**src/rtl/dct_mac_sequencer.sv**
```systemverilog
// dct_mac_sequencer: control sequencer for one 8-point 1-D DCT pass.
// For each coefficient u it clears the MAC, streams the 8 products
// {u,x}, waits MAC_LAT cycles for the pipeline to drain, then presents
// the result with a ready/valid handshake. All outputs are registered
// from the next-state values, so they line up with the state they describe.
module dct_mac_sequencer #(
  parameter int MAC_LAT = 2
) (
  input  logic       clk,
  input  logic       rst,
  input  logic       start,
  input  logic       abort,
  input  logic       res_ready,
  output logic       busy,
  output logic       mac_clr,
  output logic       mac_ena,
  output logic [5:0] mac_idx,
  output logic [2:0] sample_sel,
  output logic       res_valid,
  output logic [2:0] res_idx,
  output logic       done
);

  typedef enum logic [2:0] {
    IDLE  = 3'd0,
    CLR   = 3'd1,
    ACC   = 3'd2,
    DRAIN = 3'd3,
    OUT   = 3'd4
  } state_t;

  // Last value of the drain counter before the result is ready.
  localparam logic [2:0] DRAIN_LAST = 3'(MAC_LAT - 1);

  state_t     state, state_n;
  logic [2:0] u, x, d;
  logic [2:0] u_n, x_n, d_n;
  logic       done_n;

  // Next-state and counter logic; abort overrides every state.
  always_comb begin
    state_n = state;
    u_n     = u;
    x_n     = x;
    d_n     = d;
    done_n  = 1'b0;
    if (abort) begin
      state_n = IDLE;
      u_n     = 3'd0;
      x_n     = 3'd0;
      d_n     = 3'd0;
    end else begin
      case (state)
        IDLE: begin
          if (start) begin
            state_n = CLR;
            u_n     = 3'd0;
            x_n     = 3'd0;
            d_n     = 3'd0;
          end
        end
        CLR: begin
          state_n = ACC;
          x_n     = 3'd0;
        end
        ACC: begin
          if (x == 3'd7) begin
            state_n = DRAIN;
            x_n     = 3'd0;
            d_n     = 3'd0;
          end else begin
            x_n = x + 3'd1;
          end
        end
        DRAIN: begin
          if (d == DRAIN_LAST) begin
            state_n = OUT;
            d_n     = 3'd0;
          end else begin
            d_n = d + 3'd1;
          end
        end
        OUT: begin
          if (res_ready) begin
            if (u == 3'd7) begin
              state_n = IDLE;
              u_n     = 3'd0;
              done_n  = 1'b1;
            end else begin
              state_n = CLR;
              u_n     = u + 3'd1;
              x_n     = 3'd0;
            end
          end
        end
        default: begin
          state_n = IDLE;
          u_n     = 3'd0;
          x_n     = 3'd0;
          d_n     = 3'd0;
        end
      endcase
    end
  end

  // State, counters and registered outputs; reset wins over everything.
  always_ff @(posedge clk) begin
    if (rst) begin
      state      <= IDLE;
      u          <= 3'd0;
      x          <= 3'd0;
      d          <= 3'd0;
      busy       <= 1'b0;
      mac_clr    <= 1'b0;
      mac_ena    <= 1'b0;
      mac_idx    <= 6'd0;
      sample_sel <= 3'd0;
      res_valid  <= 1'b0;
      res_idx    <= 3'd0;
      done       <= 1'b0;
    end else begin
      state      <= state_n;
      u          <= u_n;
      x          <= x_n;
      d          <= d_n;
      busy       <= (state_n != IDLE);
      mac_clr    <= (state_n == CLR);
      mac_ena    <= (state_n == ACC);
      mac_idx    <= (state_n == ACC) ? {u_n, x_n} : 6'd0;
      sample_sel <= (state_n == ACC) ? x_n : 3'd0;
      res_valid  <= (state_n == OUT);
      res_idx    <= (state_n == OUT) ? u_n : 3'd0;
      done       <= done_n;
    end
  end

endmodule
```
**config.mk**
```make
export PLATFORM = sky130hd
export DESIGN_NAME = dct_mac_sequencer
export DESIGN_NICKNAME = d
export VERILOG_FILES = /design/src/rtl/dct_mac_sequencer.sv
export SDC_FILE = /design/constraint.sdc
export NUM_CORES = 1
export LEC_CHECK = 0
export ABC_AREA = 0
export CORE_ASPECT_RATIO = 2
export CORE_MARGIN = 2
export CORE_UTILIZATION = 46
export DETAILED_ROUTE_END_ITERATION = 10
export GPL_ROUTABILITY_DRIVEN = 0
export MAX_ROUTING_LAYER = met4
export PLACE_DENSITY = 0.78
export SLEW_MARGIN = 20
export SYNTH_ARGS = -nofsm -noshare
export SYNTH_HDL_FRONTEND = slang
export SYNTH_SLANG_ARGS = --single-unit
```
**constraint.sdc**
```tcl
create_clock -name clk -period 1.6 [get_ports clk]
set_input_delay 0.48 -clock clk [delete_from_list [all_inputs] [get_ports clk]]
set_output_delay 0.48 -clock clk [all_outputs]
set_load 0.005 [all_outputs]
```
# Word-level counts from Yosys, hierarchy flattened
# Index checks and enable logic that the tools add are counted.
# totals
register_bits	29
latch_bits	0
word_cells	64
memories	0
in_bits	5
ramBits	0
romBits	0
out_inout_bits	17
# classes
multipliers	0
div	0
eq_ne	12
n_mux	23
n_lt_le_gt_ge	0
add_sub_neg	3
n_reduce_logical	9
n_bitwise	5
n_shift	0
# op_table
cell	n
2-to-1 mux 3 bit	17
one-hot mux 3 bit (4 select lines)	2
one-hot mux 3 bit (5 select lines)	1
equality test 3 bit (second input constant)	4
adder 3 x 1 -> 3 bit (second input constant)	3
equality test 3 x 1 -> 1 bit (second input constant)	3
equality test 3 x 2 -> 1 bit (second input constant)	3
one-hot mux 3 bit (3 select lines)	1
OR reduction 2 bit	4
NOT 1 bit	5
!= test 2 bit (second input constant)	2
OR reduction 4 bit	1
zero test 3 bit	1
AND reduction 3 bit	1
nonzero test 3 bit	1
OR reduction 3 bit	1
2-to-1 mux 1 bit	2

# Logic depth before layout (Yosys ltp)
# Gate-level depths: netlist of run 1.
# depth
depth_word	8
ltp_mapped	7
mapped_depth_nobuf	6

# Worst setup path before layout of run 1
# No wires, ideal clock.
# synth_timing
kind	input to register
start	in rst
end	reg mac_idx[0]
path_stages	6
t_arrival_ns	1.528
setup_ns	0.066
setup_slack_ns	0.006
path_buffers	2
required_ns	1.534
path_cell_list	buf_6 nor3_2 o311ai_1 or3_1 buf_6 a21oi_2
# synth_via
elab_chain_len	1
# synth_rtl
element	line_no	text
start, declared	10	input logic rst,
OR reduction 2 bit (no source line)	n/a	
end signal, assigned	129	mac_idx <= (state_n == ACC) ? {u_n, x_n} : 6'd0;
end, declared	17	output logic [5:0] mac_idx,
# Every way passes these cells.
# A chain may end at the register's enable or synchronous reset.

# Worst setup path after layout of run 1
# layout_timing
start	reg x[1]
end	reg mac_idx[0]
# layout_via
elab_chain_len	7
elab_cells_between_ends	10
cone_classes	2 x eq/ne; 6 x mux; 1 x bitwise; 1 x reduce/logical
# layout_rtl
element	line_no	text
start, declared	36	logic [2:0] u, x, d;
start signal, assigned	124	x <= x_n;
equality test 3 bit (*)	67	if (x == 3'd7) begin
2-to-1 mux 3 bit	67	
one-hot mux 3 bit (5 select lines)	53	case (state)
2-to-1 mux 3 bit	47	if (abort) begin
equality test 3 x 2 -> 1 bit	129	
NOT 1 bit (no source line)	n/a	
OR reduction 2 bit (no source line)	n/a	
# Mark *: on every way between the ends. The rest lies on a longest branch, timed or not.

==> flow_summary.json, run 1 <==
{
  "outcome": "complete, but fails checks",
  "violations": "setup timing",
  "detail_route.drc_violations": 0,
  "drv_slew": 0,
  "finished_cell_area_um2": 1705,
  "timing.critical_path.arrival_ns": 1.80,
  "power.clock.fraction": 0.354,
  "dp_hpwl_mm": 2.241,
  "critical_path_buf_inv_count": 0,
  "count_of_different_cell_masters_after_synthesis": 41,
  "grt_pass1_vias": 1100,
  "path_common_cell": "ha_4",
  "dpl-instance-area_um2": 1541,
  "crit_start": "x[1]$_SDFF_PP0_",
  "final_cell_count_no_fill": 198,
  "rsz0062_at_grt": "true",
  "start_kind": "flop",
  "crit_path_cells": "ha_4 -> ha_4 -> mux2i_1 -> o32ai_2 -> or3_4 -> a21oi_2",
  "layout_worst_path_cycle_share": 1.006,
  "grt_overflow": 0,
  "viasPerCell": 5.490,
  "layout.core_utilization": 0.6721,
  "slowest_delay_ns": 0.45,
  "grt_use_total": 0.2340,
  "design.core.area_um2": 2537,
  "worst_setup_path_end_kind": "flop",
  "clock_insertion_delay_worst_skew_ns": 0.26,
  "post_synth_edffs": 0,
  "synth.net_count": 140,
  "power_switching_uw": 253.4,
  "netlist_instances": 131,
  "power_frac_comb": 0.088,
  "start_util": 0.4822,
  "core.rowCount": 26,
  "ctsRootBufferMaster": "clkbuf_8",
  "seq_power_share": 0.559,
  "detail-route-antenna-nets": 0,
  "max_cap_viol_count": 0,
  "cts.sinks": 26,
  "max-slew-margin-rel": 0.6926,
  "cpMaxStageDelayCell": "or3_4",
  "worstPathMaxFanout": 7,
  "min_path_type": "reg -> reg",
  "first_pass_iters": 4,
  "max_freq_mhz": 621.0,
  "swShare": 0.2156,
  "timing.hold.worst.start": "u[2]$_SDFF_PP0_",
  "syn_avg_cell_area_um2": 9.341,
  "syn_area_um2": 1224,
  "layout.cells.most_common": "buf_4",
  "pin_count_of_the_biggest_net_entering_global_routing": 15,
  "seq_area_frac_synth": 0.4254,
  "ios": 22,
  "grt_pass1_wl_mm": 5.037,
  "cts_tree": "done",
  "detailroute.via_count": 1087,
  "number_of_setup_violations_in_the_final_report": 1,
  "synth.yosys.warnings": 0,
  "cp.required_ns": 1.79,
  "wirelength_mm": 3.140,
  "die-area_um2": 3114,
  "irDropWorstVdd_v": 0.0007188,
  "syn_to_final_growth_pct": 39.37,
  "p_leak_uw": 0.0007868,
  "finalSetupTns_ns": -0.01036,
  "floorplan.die.height_um": 76.94,
  "pwr_density_cell_nw_per_um2": 689.2,
  "cts_hold_repair.buffers": 0,
  "finalHoldViolCount": 0,
  "final_layout_size_suffix_gt1_frac": 0.3353,
  "async_flop_share": 0,
  "num_antenna_cells": 0,
  "timing.setup.critical_path_class": "reg -> reg",
  "crit_family": "simple AND/OR/NAND/NOR gates",
  "ys_ff_latch": 26,
  "drt_iter0_markers": 79,
  "clock_tree.buffer_depth": 2,
  "synth_top_flop_cell": "dfxtp_1",
  "mostFrequentLayoutCells": "24 x buf_4, 18 x dfxtp_1, 17 x nor2_1, 11 x clkdlybuf4s50_1",
  "timing.final.crit_period_ns": 1.610,
  "post-route-worst-setup-slack_ns": -0.01036,
  "number_of_antenna_violations_at_the_first_check_in_global_routing": 0,
  "final_skew_ns": 0.001918,
  "fin_nets": 180,
  "tritoncts.num_buffers": 3,
  "dp_cells": 191,
  "clk_transition_reported_paths_ns": 0.09,
  "io_buffers": 21,
  "cts_max_level": 1,
  "detail_route.wl_per_cell_um": 15.86,
  "floorplan.die.width_um": 40.47,
  "internal-power_uw": 922.0,
  "worst_pin_slew_ns": 0.4580,
  "critical_path.reg2reg.startpoint": "x[1]$_SDFF_PP0_",
  "hold-worst-slack_ns": 0.5655
}
routing by layer:
layer,vias up,share of wire,wire (um),global-route usage
met4,0,0.046,144,0.1067
met2,43,0.57,1794,0.3857
met5,-,0,0,-
met3,13,0.033,105,0.03468
li1,528,-,-,-
met1,503,0.35,1096,0.2556
area by class of cell:
cell class,instances,area [um^2]
Fill cell,195,832.0
Multi-Input combinational cell,88,655.6
Sequential cell,26,533.0
Timing Repair Buffer,45,400.4
Clock buffer,4,55.05
Tap cell,28,35.03
Inverter,7,26.28
cells in the mapped netlist (all sizes together) (2+ instances only):
cell,n,area share
nand3b,2,0.012
a211oi,3,0.018
a21oi,5,0.027
nor3,7,0.033
nor2b,4,0.020
o21ai,6,0.025
ha,4,0.041
nand2b,4,0.020
and3,2,0.010
or3,3,0.019
buf,10,0.070
inv,7,0.021
nor2,19,0.060
dfxtp,26,0.43
nand2,6,0.018
mux2i,3,0.028
nand3,3,0.012
a22oi,2,0.020
per-stage QoR:
step,setup slack (ns),total power (uW)
2_1_floorplan,0.006374,726.7
3_3_place_gp,-0.3708,765.7
3_5_place_dp,-0.4566,768.4
4_1_cts,-0.006709,1182
5_1_grt,-0.06491,1223
6_report,-0.01036,1175
cells by family after synthesis:
group | share of synthesized area
compound gates | 0.1605
fa+ha+maj | 0.04090
buf+inv | 0.09100
flops | 0.4254
mux | 0.02761
simple gates | 0.2546
sequential cells by signal (all words and copies together), names as in the netlist:
register	flops
state	3
mac_ena	1
u	3
busy	1
done	1
res_valid	1
mac_clr	1
mac_idx	6
x	3
res_idx	3
d	3
power by group through the flow:
stage               logic, uW  registers (uW)  clock network (uW)
global route              110             658                 455
global placement         93.2             672                   0
finish                    103             657                 416
floorplan                57.2             669                   0
detailed placement       95.5             673                   0
CTS                      99.4             658                 424
worst reg2reg max path: cells and delay by family (launching register included):
kind,cells,cell delay (ns)
muxes,1,0.17
adders and majority gates,2,0.31
AOI/OAI and AO/OA,2,0.27
DFF,1,0.34
and+or+nand+nor,1,0.45
timing repair:
| action | in CTS | in global routing |
|---|---|---|
| buffers inserted | 3 | 0 |
| pin swaps | 6 | 8 |
| hold endpoints to repair | 0 | 0 |
| resized for setup | 16 | 16 |
| setup endpoints to repair | 22 | 31 |
path summary, 6_finish.rpt:
kind	to	slack, ns	cells after the start
worst min-delay path	u[2]$_SDFF_PP0_	0.57	2
worst max register to register	mac_idx[0]$_SDFF_PP0_	-0.01	6
worst min register to register	u[2]$_SDFF_PP0_	0.57	2
worst max-delay path	mac_idx[0]$_SDFF_PP0_	-0.01	6
(Power assumes the default switching activity.)
==> run 2: changes to the inputs <==
--- a/config.mk
+++ b/config.mk
@@ -5,13 +5,12 @@
 export SDC_FILE = /design/constraint.sdc
 export NUM_CORES = 1
 export LEC_CHECK = 0
-export ABC_AREA = 0
+export ABC_AREA = 1
 export CORE_ASPECT_RATIO = 2
 export CORE_MARGIN = 2
 export CORE_UTILIZATION = 46
 export DETAILED_ROUTE_END_ITERATION = 10
 export GPL_ROUTABILITY_DRIVEN = 0
-export MAX_ROUTING_LAYER = met4
 export PLACE_DENSITY = 0.78
 export SLEW_MARGIN = 20
 export SYNTH_ARGS = -nofsm -noshare
==> run 2 against run 1 <==
The flow now finishes without violations. Critical path depth shrank 5. Maximum frequency grew 3.7%. Combinational power is essentially flat. Clock power shrank 15%. Utilization shrank 4.4 points. Sequential cell count is the same. Die area grew 2.6%.
==> flow_summary.json, run 2 <==
{
  "outcome": "finished clean",
  "num_antenna_cells": 0,
  "first_pass_iters": 4,
  "critical_path_buf_inv_count": 1,
  "largest_register_ffs": 6,
  "p_leak_uw": 0.0008714,
  "max_cap_viol_count": 0,
  "slowest_delay_ns": 0.49,
  "ys_ff_latch": 26,
  "synth.yosys.warnings": 0,
  "final_skew_ns": 0.004423,
  "irDropWorstVdd_v": 0.0006760,
  "syn_avg_cell_area_um2": 6.947,
  "ctsRootBufferMaster": "clkbuf_8",
  "min_path_type": "reg -> reg",
  "place_worst_setup_slack_ns": -0.2700,
  "synth.top_cells.by_area": "dfxtp_1 41%, nand2_1 12%, nor2_1 9.9%",
  "layout_worst_path_cycle_share": 0.9706,
  "crit_cells": 1,
  "grt_overflow": 0,
  "pin_count_of_the_biggest_net_entering_global_routing": 14,
  "tritoncts.num_buffers": 3,
  "count_of_different_cell_masters_after_synthesis": 21,
  "final_layout_size_suffix_gt1_frac": 0.1394,
  "seq_area_frac_synth": 0.4139,
  "rr_endpoint": "mac_idx[0]$_SDFF_PP0_",
  "swShare": 0.2263,
  "critical_path.endpoint": "mac_ena",
  "fin_nets": 219,
  "cp.required_ns": 1.12,
  "multi_input_comb_area_um2": 633.1,
  "synth.net_count": 190,
  "layout.core_utilization": 0.6280,
  "synth_top_cell_area_share": 0.4139,
  "pwr_density_cell_nw_per_um2": 691.9,
  "timing.final.crit_period_ns": 1.553,
  "worst_setup_path_end_kind": "output pin",
  "dp_hpwl_mm": 2.424,
  "die-area_um2": 3193,
  "number_of_setup_violations_in_the_final_report": 0,
  "syn_to_final_growth_pct": 28.36,
  "io_buffers": 21,
  "ios": 22,
  "viasPerCell": 5.335,
  "design.core.area_um2": 2570,
  "start_kind": "flop",
  "worstPathMaxFanout": 1,
  "grt_pass1_wl_mm": 4.933,
  "grt_use_total": 0.2207,
  "worst-r2r-cell-count": 9,
  "post-route-worst-setup-slack_ns": 0.04707,
  "clk_transition_reported_paths_ns": 0.08,
  "syn_area_um2": 1257,
  "finalHoldViolCount": 0,
  "start_util": 0.4893,
  "max-slew-margin-rel": 0.8106,
  "synthMostInstantiatedCell": "nand2_1",
  "crit_path_cells": "clkdlybuf4s50_1",
  "crit_family": "buffers and inverters",
  "synth_common_cells": "40 x nand2_1, 33 x nor2_1, 26 x dfxtp_1, 25 x inv_1, 18 x nand3_1",
  "number_of_antenna_violations_at_the_first_check_in_global_routing": 0,
  "registers.top_by_ff_count": "mac_idx",
  "timing.critical_path.arrival_ns": 1.07,
  "seqCellArea_um2": 524.3,
  "final.fill_count": 218,
  "power.clock.fraction": 0.315,
  "core.rowCount": 26,
  "detail_route.wl_per_cell_um": 13.17,
  "cpMaxStageDelayCell": "clkdlybuf4s50_1",
  "crit_start": "mac_ena$_SDFF_PP0_",
  "floorplan.die.height_um": 77.94,
  "power_frac_comb": 0.093,
  "internal-power_uw": 864.1,
  "synth_top_flop_cell": "dfxtp_1",
  "clock_insertion_delay_worst_skew_ns": 0.27,
  "cts_max_level": 1,
  "grt_pass1_vias": 1171,
  "seq_power_share": 0.592,
  "critical_path.reg2reg.startpoint": "u[0]$_SDFF_PP0_",
  "layout.cells.most_common": "nand2_1",
  "async_flop_share": 0,
  "cts.sinks": 26,
  "mostFrequentLayoutCells": "39 x nand2_1, 31 x nor2_1, 23 x inv_1, 23 x dfxtp_1, 17 x nand3_1",
  "cts_tree": "done",
  "power.total_uw": 1117,
  "r2r_slack_ns": 0.12,
  "detail-route-antenna-nets": 0,
  "power_switching_uw": 252.7,
  "detail_route.drc_violations": 0,
  "detailroute.via_count": 1259,
  "drt_iter0_markers": 43,
  "timing.setup.critical_path_class": "reg -> out",
  "drv_slew": 0,
  "clock_tree.buffer_depth": 2,
  "max_freq_mhz": 643.9,
  "cts_hold_repair.buffers": 0,
  "floorplan.die.width_um": 40.97,
  "netlist_instances": 181,
  "wirelength_mm": 3.107,
  "worst_pin_slew_ns": 0.2837,
  "post_synth_edffs": 0,
  "synthDominantAreaCellType": "dfxtp_1"
}
==> run 2: worst min-delay path by stage <==
stage,start,to,slack [ns],cells after the start
2_1_floorplan,d[0]$_SDFFE_PP0P_,d[0]$_SDFFE_PP0P_,0.51,1
6_report,d[0]$_SDFFE_PP0P_,d[0]$_SDFFE_PP0P_,0.59,1
5_1_grt,d[0]$_SDFFE_PP0P_,d[0]$_SDFFE_PP0P_,0.60,1
3_3_place_gp,d[0]$_SDFFE_PP0P_,d[0]$_SDFFE_PP0P_,0.54,1
4_1_cts,d[0]$_SDFFE_PP0P_,d[0]$_SDFFE_PP0P_,0.58,1
3_5_place_dp,d[0]$_SDFFE_PP0P_,d[0]$_SDFFE_PP0P_,0.56,1
==> run 2: cell type report <==
type / instances / share of cell area
clock buffers: 3 / 0.02558
flip-flops and latches: 26 / 0.3248
repair buffers: 28 / 0.1752
well taps: 28 / 0.02171
inverters: 26 / 0.06047
multi-input cells: 125 / 0.3922
==> run 2: power by group through the flow <==
| stage | sequential, uW | combinational (uW) | clock, uW |
|---|---|---|---|
| 2_1_floorplan | 675 | 60.4 | 0 |
| 3_3_place_gp | 676 | 97.8 | 0 |
| 3_5_place_dp | 677 | 99.8 | 0 |
| 4_1_cts | 661 | 101 | 361 |
| 5_1_grt | 662 | 114 | 389 |
| 6_report | 661 | 104 | 352 |
==> run 2: kinds of logic after synthesis <==
family                     synth area share
buffers and inverters               0.09850
and+or+nand+nor                      0.3702
adders and majority gates           0.03980
AOI/OAI and AO/OA                   0.07762
DFF                                  0.4139
==> run 2: repair_timing <==
| item | in CTS | in global routing |
|---|---|---|
| resized for setup | 2 | 23 |
| setup endpoints to repair | 2 | 22 |
| buffers inserted | 0 | 0 |
| pin swaps | 0 | 6 |
==> run 2: metal layers <==
metal | track usage | routed length [um] | vias to the layer above
li1 | - | - | 620
met3 | 0.04000 | 118 | 15
met5 | 0 | 0 | -
met1 | 0.2287 | 1069 | 578
met2 | 0.3813 | 1787 | 46
met4 | 0.1067 | 131 | 0
==> run 2: per-stage QoR <==
stage          hold WS (ns)    TNS, ns  cells  cell area, um^2
3_5_place_dp         0.5591     -3.810    233             1529
6_report             0.5884          0    236             1614
4_1_cts              0.5766          0    236             1570
2_1_floorplan        0.5097          0    181             1257
5_1_grt              0.5975  -0.001563    236             1614
3_3_place_gp         0.5420     -3.189    233             1529
